===== config.mk =====
export PLATFORM = sky130hd
export DESIGN_NAME = sd_block_seq
export DESIGN_NICKNAME = d
export VERILOG_FILES = /design/src/rtl/sd_block_seq.sv
export SDC_FILE = /design/constraint.sdc
export NUM_CORES = 1
export LEC_CHECK = 0
export BUFFER_PORTS_ARGS = -buffer_cell sky130_fd_sc_hd__buf_2
export CAP_MARGIN = 20
export CORE_ASPECT_RATIO = 2
export CORE_MARGIN = 3
export CORE_UTILIZATION = 36
export CTS_CLUSTER_DIAMETER = 40
export CTS_CLUSTER_SIZE = 16
export DETAILED_ROUTE_END_ITERATION = 16
export PLACE_DENSITY = 0.65
export SYNTH_ARGS = -nofsm -noshare
export SYNTH_HDL_FRONTEND = slang
export SYNTH_SLANG_ARGS = --single-unit

===== constraint.sdc =====
create_clock -name SD_clk -period 2.6 [get_ports SD_clk]
set_input_delay 0.26 -clock SD_clk [delete_from_list [all_inputs] [get_ports SD_clk]]
set_output_delay 0.26 -clock SD_clk [all_outputs]
set_load 0.05 [all_outputs]

===== src/rtl/sd_block_seq.sv =====
// sd_block_seq: multi-sector SD block sequencer. Runs the init engine once,
// then accepts read/write burst commands and issues one request per sector
// to the block engines. The SPI lines are muxed to whichever engine owns them.
// A per-sector watchdog aborts a stuck burst with an err pulse.
// Optional feature macro: SD_SEQ_RETRY_EN (re-issue a timed-out sector up to
// MAX_RETRY times before giving up).
module sd_block_seq #(
   parameter int CNT_W       = 8,
   parameter int TIMEOUT_CYC = 2000000,
   parameter int MAX_RETRY   = 3
) (
   input  logic             SD_clk,
   input  logic             rst_n,
   input  logic             cmd_valid,
   output logic             cmd_ready,
   input  logic             cmd_wr,
   input  logic [31:0]      cmd_sec,
   input  logic [CNT_W-1:0] cmd_cnt,
   output logic             busy,
   output logic             init_done,
   output logic             done,
   output logic             err,
   input  logic             init_o,
   input  logic             write_o,
   input  logic             read_o,
   output logic             wr_req,
   output logic             rd_req,
   output logic [31:0]      wr_sec,
   output logic [31:0]      rd_sec,
   input  logic             SD_cs_i,
   input  logic             SD_cs_w,
   input  logic             SD_cs_r,
   input  logic             SD_datain_i,
   input  logic             SD_datain_w,
   input  logic             SD_datain_r,
   output logic             SD_cs,
   output logic             SD_datain
);

   localparam int TMO_W = $clog2(TIMEOUT_CYC + 1);
   localparam logic [TMO_W-1:0] TMO_LAST = TMO_W'(TIMEOUT_CYC - 1);
`ifdef SD_SEQ_RETRY_EN
   localparam int RTY_W = (MAX_RETRY < 1) ? 1 : $clog2(MAX_RETRY + 1);
   localparam logic [RTY_W-1:0] RTY_MAX = RTY_W'(MAX_RETRY);
`endif

   typedef enum logic [2:0] {INIT, IDLE, ISSUE, WAIT, GAP, FIN} state_t;

   state_t           state_q, state_d;
   logic             cur_wr_q, cur_wr_d;
   logic [31:0]      cur_sec_q, cur_sec_d;
   logic [CNT_W-1:0] remain_q, remain_d;
   logic [TMO_W-1:0] tmo_q, tmo_d, tmo_inc;
   logic             err_d;
   logic             flag;
   logic             cmd_ready_q, busy_q, init_done_q, done_q, err_q;
   logic             wr_req_q, rd_req_q;
   logic [31:0]      wr_sec_q, rd_sec_q;
`ifdef SD_SEQ_RETRY_EN
   logic [RTY_W-1:0] retry_q, retry_d;
`endif

   assign flag    = cur_wr_q ? write_o : read_o;
   assign tmo_inc = tmo_q + 1'b1;

   // Next-state and datapath: command latch, sector stepping, watchdog, retry
   always_comb begin
      state_d   = state_q;
      cur_wr_d  = cur_wr_q;
      cur_sec_d = cur_sec_q;
      remain_d  = remain_q;
      tmo_d     = tmo_q;
      err_d     = 1'b0;
`ifdef SD_SEQ_RETRY_EN
      retry_d   = retry_q;
`endif
      case (state_q)
         INIT: if (init_o) state_d = IDLE;
         IDLE: begin
            if (cmd_valid) begin
               cur_wr_d  = cmd_wr;
               cur_sec_d = cmd_sec;
               remain_d  = cmd_cnt;
               state_d   = (cmd_cnt == '0) ? FIN : ISSUE;
            end
         end
         ISSUE: begin
            tmo_d   = '0;
            state_d = WAIT;
         end
         WAIT: begin
            tmo_d = tmo_inc;
            // completion wins over a watchdog expiry in the same cycle
            if (flag) begin
               cur_sec_d = cur_sec_q + 32'd1;
               remain_d  = remain_q - 1'b1;
               state_d   = GAP;
`ifdef SD_SEQ_RETRY_EN
               retry_d   = '0;
`endif
            end else if (tmo_inc >= TMO_LAST) begin
`ifdef SD_SEQ_RETRY_EN
               if (retry_q < RTY_MAX) begin
                  retry_d = retry_q + 1'b1;
                  state_d = GAP;
               end else begin
                  retry_d  = '0;
                  remain_d = '0;
                  err_d    = 1'b1;
                  state_d  = IDLE;
               end
`else
               remain_d = '0;
               err_d    = 1'b1;
               state_d  = IDLE;
`endif
            end
         end
         GAP:     state_d = (remain_q == '0) ? FIN : ISSUE;
         FIN:     state_d = IDLE;
         default: state_d = INIT;
      endcase
   end

   // State and registered outputs, derived from the state being entered
   always_ff @(posedge SD_clk or negedge rst_n) begin
      if (!rst_n) begin
         state_q     <= INIT;
         cur_wr_q    <= 1'b0;
         cur_sec_q   <= '0;
         remain_q    <= '0;
         tmo_q       <= '0;
         cmd_ready_q <= 1'b0;
         busy_q      <= 1'b0;
         init_done_q <= 1'b0;
         done_q      <= 1'b0;
         err_q       <= 1'b0;
         wr_req_q    <= 1'b0;
         rd_req_q    <= 1'b0;
         wr_sec_q    <= '0;
         rd_sec_q    <= '0;
`ifdef SD_SEQ_RETRY_EN
         retry_q     <= '0;
`endif
      end else begin
         state_q     <= state_d;
         cur_wr_q    <= cur_wr_d;
         cur_sec_q   <= cur_sec_d;
         remain_q    <= remain_d;
         tmo_q       <= tmo_d;
         cmd_ready_q <= (state_d == IDLE);
         busy_q      <= (state_d != IDLE) && (state_d != INIT);
         init_done_q <= (state_d != INIT);
         done_q      <= (state_q == FIN);
         err_q       <= err_d;
         wr_req_q    <= (state_d == ISSUE) && cur_wr_d;
         rd_req_q    <= (state_d == ISSUE) && !cur_wr_d;
         if ((state_d == ISSUE) && cur_wr_d)  wr_sec_q <= cur_sec_d;
         if ((state_d == ISSUE) && !cur_wr_d) rd_sec_q <= cur_sec_d;
`ifdef SD_SEQ_RETRY_EN
         retry_q     <= retry_d;
`endif
      end
   end

   // SPI mux: the owning engine drives the card, otherwise lines idle high
   always_comb begin
      SD_cs     = 1'b1;
      SD_datain = 1'b1;
      case (state_q)
         INIT: begin
            SD_cs     = SD_cs_i;
            SD_datain = SD_datain_i;
         end
         ISSUE, WAIT: begin
            SD_cs     = cur_wr_q ? SD_cs_w : SD_cs_r;
            SD_datain = cur_wr_q ? SD_datain_w : SD_datain_r;
         end
         default: begin
            SD_cs     = 1'b1;
            SD_datain = 1'b1;
         end
      endcase
   end

   assign cmd_ready = cmd_ready_q;
   assign busy      = busy_q;
   assign init_done = init_done_q;
   assign done      = done_q;
   assign err       = err_q;
   assign wr_req    = wr_req_q;
   assign rd_req    = rd_req_q;
   assign wr_sec    = wr_sec_q;
   assign rd_sec    = rd_sec_q;

endmodule


-- After elaboration in Yosys (flattened, before gate mapping)
Cells that the tools add are included.
Widths: inputs -> output; s select.
- input port bits: 53
- word-level logic and storage cells: 65
- output and inout port bits: 73
- bits in registers: 136
- add/sub/neg operators: 3
- eq/ne operators: 10
- muxes and demuxes: 25
- reduce and logical (&&, ||, !) cells: 12
- order comparisons: 1
- operators by type and width (operator ; count):
    $mux 32 ; 2
    $pmux 32 s2 ; 1
    $pmux 21 s2 ; 1
    $add 32x1->32 const B ; 1
    $mux 8 ; 3
    $add 21x1->21 const B ; 1
    $ge 21x21->1 const B ; 1
    $mux 3 ; 6
    $pmux 3 s6 ; 1
    $logic_not 8->1 ; 2
    $pmux 8 s2 ; 1
    $eq 3x2->1 const B ; 3
    $mux 1 ; 8
    $sub 8x1->8 const B ; 1
    $eq 3x1->1 const B ; 2
    $eq 3x3->1 const B ; 2
    $pmux 1 s2 ; 2
    $reduce_bool 2->1 ; 2
    $logic_and 1x1->1 ; 3
    $logic_not 3->1 ; 1
    $ne 3x1->1 const B ; 1
    $ne 3x3->1 const B ; 1
    $reduce_and 3->1 ; 1
    $reduce_bool 3->1 ; 1
    3 further kinds ; 3

-- Longest topological paths before layout
Gate-level depths: netlist of run 1.
- depth after elaboration: 7
- gate-level depth with buffers: 12
- gate-level depth less buffers: 10

-- Worst setup path after synthesis of run 1
No wires, ideal clock.
- kind: register to register
- start point: reg tmo_q[0]
- end point: reg busy_q (netlist: busy)
- setup time: 0.131 ns
- path slack: -0.233 ns
- arrival time: 2.702 ns
- stages on the path, launching flop included: 11
- cell sequence: dfrtp_1 -> ha_1 -> clkbuf_1 -> nand4_1 -> or4_1 -> nand2_1 -> nand2_1 -> or4b_4 -> a31oi_4 -> nor2_1 -> or3_1
- cells in the longest elaborated chain, start to end: 7
- elaborated cells between the ends (all ways): 8
- those cells by class: 1 x add/sub; 1 x order compare; 1 x eq/ne; 3 x mux; 2 x reduce/logical
- ends and longest elaborated chain (what ; RTL line ; text):
    start: declaration ; 53 ; logic [TMO_W-1:0] tmo_q, tmo_d, tmo_inc;
    start signal: assignment ; 150 ; tmo_q <= tmo_d;
    $add 21x1->21 (*) ; 64 ; assign tmo_inc = tmo_q + 1'b1;
    $ge 21x21->1 (*) ; 101 ; end else if (tmo_inc >= TMO_LAST) begin
    $mux 3 (*) ; 101 ;
    $mux 3 (*) ; 94 ; if (flag) begin
    $pmux 3 s6 (*) ; 77 ; case (state_q)
    $ne 3x1->1 / $reduce_bool 3->1 (equally long branches) ; 152 ; busy_q <= (state_d != IDLE) && (state_d != INIT);
    $logic_and 1x1->1 (*) ; 152 ;
    end signal: assignment ; 152 ;
    end: declaration ; 56 ; logic cmd_ready_q, busy_q, init_done_q, done_q, err_q;
Mark *: on every way between the ends. The rest lies on a longest branch, timed or not.
A chain may end at the register's enable or synchronous reset.

-- Worst setup path after layout of run 1
- start point: reg tmo_q[7]
- end point: reg busy_q (netlist: busy)
Same word-level chain as after synthesis.

==> flow_summary_export.csv, run 1 <==
group,metric,value,unit
timing,final.min_clock_period,2.641,ns
clock_tree,cts_buffer_depth,2,
route,ant_nets,0,
global_route,grt_overflow_total,0,
logic_synthesis,syn-instance-count,754,
finish,final_cell_mix,"dfrtp_1 (134), buf_2 (124), nand2_1 (104), buf_4 (88), o21ai_0 (71)",
finish,layout-drive-gt1-share,32.25,%
clock_tree,clock-sinks,136,
logic_synthesis,synthFlopType,"dfrtp_1",
finish,layout.nets,1002,
finish,final_util,49.65,%
placed_design,port_buffers,125,
clock_tree,cts_tree,"done",
global_route,first_global_vias,6772,
worst_hold_path,hold_class,"input port to flip-flop",
timing,worst_pin_slew,0.5658,ns
route,firstDrtPassIters,6,
clock_tree,htreeDepth,4,
route,drtIter0Drc,305,
finish,layout_commonest_cell,"dfrtp_1",
timing,holdWs,0.08172,ns
die,row_count,70,
logic_synthesis,syn_nets,811,
route,vias,6598,
finish,finish.instance_area,0.009175,sq mm
logic_synthesis,yosys_warnings,0,
route,viasPerCell,5.453,
logic_synthesis,synthAdderAreaFrac,0.7302,%
finish,area.growth.synth_to_final,33.86,%
placed_design,gp_congestion,0.8831,
die,io-pin-count,126,
run,cap_violations,0,
logic_synthesis,synth_mux_area_share,3.870,%
clock_tree,clk_pin_slew,0.06,ns
route,wire_per_inst,17.69,um
logic_synthesis,synth.cell_area,0.006854,sq mm
power_and_ir_drop,powerDensity,1326,mW/mm^2
status,violations,"setup timing",
die,die_h,201.1,um
timing,slew_violations,0,
logic_synthesis,synthDistinctLibCells,63,
global_route,grt_pass1_wl,33730,um
logic_synthesis,synth_top_family_by_area,"simple AND/OR/NAND/NOR gates",
logic_synthesis,synth.avg_cell_area,9.090,sq um
timing,setup_violations,4,
setup_path,cp_data_required_time,2.90,ns
timing,rsz0062_at_grt,"yes",
timing,fin_ws,-0.04054,ns
setup_path,arrival,2.94,ns
timing,fmax,0.3787,GHz
setup_path,worstSetupPathType,"flip-flop to flip-flop",
placed_design,hpwl,16090,um
clock_tree,clk_latency,0.43,ns
status,status,"complete, but fails checks",
timing,clock_skew,0.009178,ns
timing,period_share,101.6,%
logic_synthesis,synth-compound-area-share,19.28,%
placed_design,preCtsSetupSlack,-0.1215,ns
clock_tree,numCtsBuffers,17,
logic_synthesis,synth-xor-area-share,0.2556,%
logic_synthesis,async_reset_ff_share,100.0,%
logic_synthesis,synth-seq-cells,136,
global_route,antenna_found_initial,0,
power_and_ir_drop,p_leak,4.346,nW
power_and_ir_drop,worst_ir_drop_vdd,0.8366,mV
logic_synthesis,synth_seq_area_share,49.65,%
logic_synthesis,yosys.area_share.simple,21.45,%
setup_path,crit_path_start_kind,"flip-flop",
placed_design,placedInstanceArea,0.008317,sq mm
die,die_area,0.02083,sq mm
route,drc,0,
setup_path,endpoint_kind,"flip-flop",
die,die_w,103.6,um
power_and_ir_drop,power,12.17,mW
setup_path,path_max_fanout,5,
clock_tree,root_buffer,"clkbuf_16",
route,drt_wl_total,21400,um
timing,timing.slew.headroom,62.24,%
global_route,grt_max_degree,80,
finish,diodes,0,
global_route,gr-usage-all-layers,20.41,%
logic_synthesis,synth-edff-count,0,
timing,hold_viol,0,
die,start_util,37.09,%
die,core-area,0.01848,sq mm
==> worst max-delay path: stages (launching register included) <==
cell	delay, ns
dfrtp_1	0.38
nand3_2	0.10
or4_4	0.61
mux2i_1	0.16
nor2_1	0.09
or4b_4	0.48
a31oi_4	0.25
nor2_1	0.10
or3_1	0.34
==> state kept, by name, summed over array words and instances, names as in the netlist, 3 cells and up <==
| signal | count |
|---|---|
| cur_sec_q | 32 |
| rd_sec | 32 |
| remain_q | 8 |
| state_q | 3 |
| tmo_q | 21 |
| wr_sec | 32 |
==> layer usage <==
| layer | share of wire, % | vias to the layer above | global-route usage, % |
|---|---|---|---|
| met1 | 33 | 3222 | 18.81 |
| met2 | 58 | 203 | 40.63 |
| met5 | 0 | - | 0 |
| met3 | 4.2 | 65 | 3.884 |
| met4 | 4.6 | 0 | 11.60 |
| li1 | - | 3108 | - |
==> through the flow <==
step            TNS, ns  instances
6_report       -0.08289       1210
5_1_grt          -1.139       1210
4_1_cts        -0.02775       1207
3_5_place_dp     -3.269       1171
3_3_place_gp     -1.552       1171
2_1_floorplan   -0.3304        754
==> path summary, 6_finish.rpt <==
kind,from,end,slack [ns],depth (start not counted)
setup / recovery,tmo_q[7]$_DFFE_PN0N_,busy$_DFF_PN0_,-0.04,8
hold / removal,cmd_sec[15],cur_sec_q[15]$_DFF_PN0_,0.08,3
setup reg to reg,tmo_q[7]$_DFFE_PN0N_,busy$_DFF_PN0_,-0.04,8
hold reg to reg,rd_sec[15]$_DFFE_PN0P_,rd_sec[15]$_DFFE_PN0P_,0.48,2
max in group asynchronous,rst_n,wr_sec[14]$_DFFE_PN0P_,1.62,3
min in group asynchronous,rst_n,wr_sec[30]$_DFFE_PN0P_,0.22,2
==> cells in the mapped netlist (6+ instances only) <==
library cell  number  area [sq um]
nor2_1            60         225.2
nand3_1           30         150.1
a21oi_1           41         205.2
o31ai_1            6         45.04
clkbuf_1          35         131.4
inv_1             32         120.1
a221oi_1          11         96.34
or3_1              9         56.30
a31oi_1           11         68.82
nor4_1             6         37.54
dfrtp_1          136          3403
nor3_1            22         110.1
a21o_1             9         67.56
nand4_1           12         75.07
o21ai_0           74         370.4
a22o_1            15         131.4
nand2_1          105         394.1
mux2_2            20         225.2
and3_1            12         75.07
and2_1             9         56.30
==> what timing repair did <==
action                                 4_1_cts  5_1_grt
endpoints found under the hold margin       23        0
setup endpoints to repair                   71       76
hold buffers                                 1        0
pin swaps                                   13        4
setup buffers                                3        3
resized for setup                           16       25
==> logic make-up after synthesis <==
group                      Yosys count
DFF                                136
AOI/OAI and AO/OA                  204
muxes                               24
buffers and inverters               82
and+or+nand+nor                    302
adders and majority gates            4
xor gates and xnor gates             2
==> cell type report <==
| class | count | area, sq um |
|---|---|---|
| Clock buffer | 22 | 474.2 |
| Sequential cell | 136 | 3406 |
| Fill cell | 1753 | 9305 |
| Inverter | 34 | 127.6 |
| Timing Repair Buffer | 220 | 1405 |
| Multi-Input combinational cell | 536 | 3282 |
| Tap cell | 252 | 315.3 |
| Clock inverter | 10 | 165.2 |
==> power breakdown <==
group	switching, mW	leakage, nW	internal [mW]
Combinational	4.07	2.31	1.96
Sequential	0.595	1.73	2.92
Clock	0.936	0.303	1.68
Total	5.60	4.35	6.56
Note: power is estimated with default switching activity, not from simulation.
==> run 2: changes to the inputs <==
Settings changed: PLACE_DENSITY 0.65 to default.
==> run 2 against run 1 <==
  * Critical path depth is the same
  * Critical endpoint is now remain_q[0]$_DFFE_PN0P_
  * Final cell count grew 0.41%
  * Global-route usage shrank 0.21 points
  * Clock power shrank 5%
  * Count of clock-buffer cells in the layout is the same
  * Flip-flop and latch count is the same
  * The run still ends with setup timing left
  * First-iteration DRC count shrank 13%
==> flow_summary_export.csv, run 2 (same netlist as run 1, synthesis figures left out) <==
group,metric,value,unit
finish,area.growth.synth_to_final,33.35,%
power_and_ir_drop,power_frac_comb,49.8,%
die,start_util,37.09,%
run,cap_violations,0,
setup_path,cp_data_required_time,2.90,ns
timing,fmax,0.3770,GHz
clock_tree,clk_pin_slew,0.06,ns
finish,finish.instance_area,0.009140,sq mm
power_and_ir_drop,clock_power_share,20.8,%
global_route,grt_pass1_wl,33530,um
route,drc,0,
timing,period_share,102.0,%
clock_tree,htreeDepth,4,
clock_tree,root_buffer,"clkbuf_16",
setup_path,arrival,2.95,ns
timing,final.min_clock_period,2.653,ns
route,wire_per_inst,17.26,um
timing,fin_ws,-0.05259,ns
clock_tree,clock-sinks,136,
setup_path,endpoint_kind,"flip-flop",
global_route,antenna_found_initial,2,
worst_hold_path,hold_class,"input port to flip-flop",
timing,rsz0062_at_grt,"yes",
power_and_ir_drop,p_sw_share,45.96,%
timing,worst_pin_slew,0.6464,ns
finish,diodes,0,
timing,slew_violations,0,
setup_path,worstSetupPathType,"flip-flop to flip-flop",
die,row_count,70,
power_and_ir_drop,worst_ir_drop_vdd,0.8646,mV
power_and_ir_drop,p_int,6.427,mW
placed_design,port_buffers,125,
status,status,"complete, but fails checks",
route,ant_nets,0,
finish,layout_commonest_cell,"dfrtp_1",
route,drt_wl_total,20970,um
die,io-pin-count,126,
setup_path,crit_path_start_kind,"flip-flop",
global_route,grt_overflow_total,0,
finish,final_cell_mix,"dfrtp_1 (135), buf_2 (124), nand2_1 (104), buf_4 (97), o21ai_0 (70)",
global_route,gr-usage-all-layers,20.20,%
route,drtIter0Drc,265,
status,violations,"setup timing",
timing,clock_skew,0.008398,ns
timing,holdWs,0.09096,ns
timing,setup_violations,6,
die,core-area,0.01848,sq mm
route,viasPerCell,5.323,
route,firstDrtPassIters,6,
die,die_w,103.6,um
die,die_area,0.02083,sq mm
placed_design,gp_congestion,0.9072,
power_and_ir_drop,p_leak,4.353,nW
power_and_ir_drop,powerDensity,1301,mW/mm^2
finish,layout.nets,1009,
power_and_ir_drop,p_sw,5.467,mW
clock_tree,clk_latency,0.42,ns
power_and_ir_drop,p_seq_share,29.3,%
power_and_ir_drop,power,11.89,mW
setup_path,path_max_fanout,5,
die,die_h,201.1,um
finish,layout-drive-gt1-share,32.29,%
route,vias,6467,
global_route,first_global_vias,6662,
global_route,grt_max_degree,50,
timing,timing.slew.headroom,56.36,%
clock_tree,cts_buffer_depth,2,
placed_design,hpwl,16040,um
clock_tree,numCtsBuffers,17,
placed_design,placedInstanceArea,0.008364,sq mm
clock_tree,cts_tree,"done",
timing,hold_viol,0,
[run 2: cell types whose count changed in the layout (fill, tap and decap cells not counted), sizes merged]
cell,change
clkinv,+1
buf,+7
clkinvlp,-1
bufinv,-1
inv,-1
[run 2: cell type report]
cell class / instances / area [sq um]
fill: 1782 / 9340
sequential: 136 / 3405
multi-input combinational: 536 / 3247
timing repair buffer: 227 / 1441
clock buffer: 22 / 484.2
tap: 252 / 315.3
inverter: 34 / 127.6
clock inverter: 8 / 120.1
[run 2: metal layers]
layer | global-route usage [%] | part of all wire, % | routed length, um
met5 | 0 | 0.13 | 27
met3 | 4.366 | 3.9 | 824
met4 | 10.37 | 3.8 | 801
met1 | 18.98 | 34 | 7127
met2 | 39.97 | 58 | 12190
[run 2: power groups by stage]
stage	Combinational (mW)	Sequential [mW]	Clock (mW)
6_report	5.93	3.49	2.48
5_1_grt	6.39	3.60	2.62
4_1_cts	5.90	3.48	2.53
3_5_place_dp	5.83	3.50	0
3_3_place_gp	5.78	3.49	0
2_1_floorplan	2.32	5.00	0
[run 2: final timing paths]
| check | start | endpoint | slack [ns] | depth (start not counted) |
|---|---|---|---|---|
| worst max-delay path | tmo_q[10]$_DFFE_PN0N_ | remain_q[0]$_DFFE_PN0P_ | -0.05 | 8 |
| worst min-delay path | cmd_sec[22] | cur_sec_q[22]$_DFF_PN0_ | 0.09 | 3 |
| worst max register to register | tmo_q[10]$_DFFE_PN0N_ | remain_q[0]$_DFFE_PN0P_ | -0.05 | 8 |
| worst min register to register | rd_sec[17]$_DFFE_PN0P_ | rd_sec[17]$_DFFE_PN0P_ | 0.47 | 2 |
| max in group asynchronous | rst_n | wr_sec[18]$_DFFE_PN0P_ | 1.53 | 3 |
| min in group asynchronous | rst_n | wr_sec[29]$_DFFE_PN0P_ | 0.35 | 2 |
[run 2: worst max-delay path, cell delays in order (launching register included)]
cell and delay [ns]:
dfrtp_1 0.38, nand3_2 0.08, or4_4 0.60, mux2i_2 0.19, nor2_1 0.09, or4b_4 0.48
a31oi_4 0.26, o21ai_4 0.12, a221o_1 0.33
[run 2: stage by stage]
step | setup TNS, ns | setup WS (ns) | utilization (%) | instances
finish | -0.2167 | -0.05259 | 49.46 | 1215
global route | -1.150 | -0.1434 | 49.46 | 1215
CTS | -0.08372 | -0.02680 | 48.86 | 1211
detailed placement | -2.012 | -0.1553 | 45.26 | 1179
global placement | -0.8538 | -0.1257 | 45.26 | 1179
floorplan | -0.3304 | -0.09113 | - | 754
[run 2: repair_timing]
item                                    4_1_cts  5_1_grt
endpoints found under the hold margin        46        0
gates resized for setup                      10       25
pin swaps                                     5        7
hold buffers                                  1        0
endpoints found under the setup margin       52       77
buffers inserted                              1        4
==> run 3: changes to the inputs <==
Settings changed: ABC_CLOCK_PERIOD_IN_PS from default to 2600, PLACE_DENSITY from default to 0.64.
==> run 3 against run 2 <==
  * Via count grew 0.65%
  * Non-clock buffer count down 7
  * Core utilization decreased by 0.12 points
  * Clock skew is essentially flat
  * Critical endpoint is now remain_q[2]$_DFFE_PN0P_
  * Final cell count is 0.41% lower
  * Largest power group unchanged
  * First-iteration DRC count up 41%
  * Sequential power hardly changed
  * Routed wire length grew 2.8%
  * The flow still finishes with violations (setup timing)
==> flow_summary_export.csv, run 3 (same netlist as run 1, synthesis figures left out) <==
group,metric,value,unit
route,firstDrtPassIters,5,
timing,fin_ws,-0.1623,ns
die,die_h,201.1,um
die,core-area,0.01848,sq mm
finish,diodes,0,
timing,hold_viol,0,
global_route,grt_pass1_wl,34700,um
worst_hold_path,hold_class,"input port to flip-flop",
setup_path,timing.rr.start,"tmo_q[0]$_DFFE_PN0N_",
setup_path,regToRegSetupSlack,-0.16,ns
route,drt_wl_total,21560,um
finish,area.growth.synth_to_final,33.04,%
clock_tree,clk_pin_slew,0.06,ns
power_and_ir_drop,p_leak,4.336,nW
route,viasPerCell,5.379,
placed_design,hpwl,16170,um
setup_path,cp_slowest_cell,"or4_4",
route,ant_nets,0,
status,status,"complete, but fails checks",
setup_path,path_max_fanout,5,
global_route,grt_overflow_total,0,
setup_path,crit_path_start_kind,"flip-flop",
clock_tree,clock-sinks,136,
clock_tree,cts_tree,"done",
setup_path,crit_chain,"nand3_2 -> or4_4 -> mux2i_4 -> nor2_1 -> or4b_4 -> a31oi_4 -> buf_4 -> o221ai_2 -> a21o_1",
timing,rsz0062_at_grt,"yes",
global_route,antenna_found_initial,2,
power_and_ir_drop,p_sw_share,47.23,%
timing,tns,-1.217,ns
timing,slew_violations,0,
route,vias,6509,
run,cap_violations,0,
power_and_ir_drop,worst_ir_drop_vdd,0.8691,mV
timing,clock_skew,0.008055,ns
timing,fmax,0.3620,GHz
global_route,grt_max_degree,55,
finish,num-fill-cells,1771,
die,start_util,37.09,%
clock_tree,clk_latency,0.42,ns
global_route,gr-usage-all-layers,20.87,%
power_and_ir_drop,powerDensity,1302,mW/mm^2
setup_path,regToRegEndpoint,"remain_q[2]$_DFFE_PN0P_",
setup_path,worstRegToRegCells,9,
finish,layout-drive-gt1-share,32.05,%
timing,period_share,106.2,%
setup_path,slowest_delay,0.61,ns
finish,layout.nets,1002,
placed_design,port_buffers,125,
status,violations,"setup timing",
power_and_ir_drop,p_seq_share,29.4,%
power_and_ir_drop,p_int,6.263,mW
clock_tree,numCtsBuffers,17,
timing,holdWs,0.07682,ns
power_and_ir_drop,clock_power_share,20.3,%
route,drc,0,
setup_path,endpoint_kind,"flip-flop",
timing,final.min_clock_period,2.762,ns
finish,layout_commonest_cell,"dfrtp_1",
route,wire_per_inst,17.82,um
finish,final_cell_mix,"dfrtp_1 (135), buf_2 (124), nand2_1 (105), buf_4 (86), o21ai_0 (72)",
timing,setup_violations,11,
setup_path,worstSetupPathType,"flip-flop to flip-flop",
global_route,first_global_vias,6811,
clock_tree,root_buffer,"clkbuf_16",
die,die_w,103.6,um
power_and_ir_drop,power_frac_comb,50.3,%
setup_path,crit_end,"remain_q[2]$_DFFE_PN0P_",
timing,timing.slew.headroom,63.56,%
placed_design,preCtsSetupSlack,-0.2668,ns
die,die_area,0.02083,sq mm
power_and_ir_drop,p_sw,5.606,mW
setup_path,crit_start,"tmo_q[0]$_DFFE_PN0N_",
clock_tree,cts_buffer_depth,2,
timing,worst_pin_slew,0.5460,ns
setup_path,arrival,3.07,ns
die,io-pin-count,126,
clock_tree,htreeDepth,4,
die,row_count,70,
route,drtIter0Drc,373,
setup_path,cp_data_required_time,2.91,ns
placed_design,gp_congestion,0.9421,
run 3: cell types whose count changed in the layout (fill, tap and decap cells not counted), moves of 3 or more:
cell / delta
buf_4: -11
buf_6: +3
clkbuf_8: -3
inv_6: +3
run 3: worst max-delay path, delay by kind of cell, from the launching register on:
kind	cells	cell delay (ns)
flops	1	0.41
compound gates	3	0.57
buf+inv	1	0.17
simple gates	4	1.28
mux	1	0.22
run 3: metal layers:
metal / vias up / global-route usage (%) / wire length (um)
met5: - / 0 / 23
met4: 4 / 11.17 / 925
met3: 60 / 3.917 / 978
met2: 184 / 41.54 / 12380
met1: 3165 / 19.57 / 7253
li1: 3096 / - / -
run 3: power groups by stage:
stage / Combinational (mW) / Sequential, mW / Clock [mW]
after floorplan: 2.32 / 5.00 / 0
after detailed placement: 5.81 / 3.51 / 0
final: 5.97 / 3.49 / 2.41
after global routing: 6.43 / 3.61 / 2.54
after global placement: 5.73 / 3.49 / 0
after CTS: 5.95 / 3.49 / 2.45
run 3: area by class of cell:
| type | instances | area (sq um) | area share (%) |
|---|---|---|---|
| clock buffer | 18 | 439.2 | 4.816 |
| clock inverter | 14 | 148.9 | 1.633 |
| inverter | 34 | 127.6 | 1.400 |
| multi-input combinational | 536 | 3271 | 35.87 |
| sequential | 136 | 3405 | 37.34 |
| tap | 252 | 315.3 | 3.458 |
| timing repair buffer | 220 | 1413 | 15.49 |
run 3: how the worst min path moves through the flow:
stage,cells after the start,to,slack (ns),startpoint
after global placement,1,rd_sec[29]$_DFFE_PN0P_,0.25,rst_n
after CTS,3,cur_sec_q[22]$_DFF_PN0_,0.07,cmd_sec[22]
after floorplan,0,busy$_DFF_PN0_,-0.04,rst_n
final,3,cur_sec_q[25]$_DFF_PN0_,0.08,cmd_sec[25]
after detailed placement,1,rd_sec[29]$_DFFE_PN0P_,0.26,rst_n
after global routing,3,cur_sec_q[31]$_DFF_PN0_,0.09,cmd_sec[31]
run 3: repair_timing:
item,4_1_cts,5_1_grt
hold buffers,1,0
setup endpoints to repair,72,64
buffers inserted,6,2
pin swaps,8,3
endpoints found under the hold margin,51,0
resized for setup,17,21
run 3: through the flow:
step	util, %	area [sq um]	power, mW	instances
2_1_floorplan	-	6868	7.317	754
3_3_place_gp	44.92	8302	9.225	1169
3_5_place_dp	44.92	8302	9.321	1169
4_1_cts	48.79	9017	11.88	1208
5_1_grt	49.34	9119	12.58	1210
6_report	49.34	9119	11.87	1210
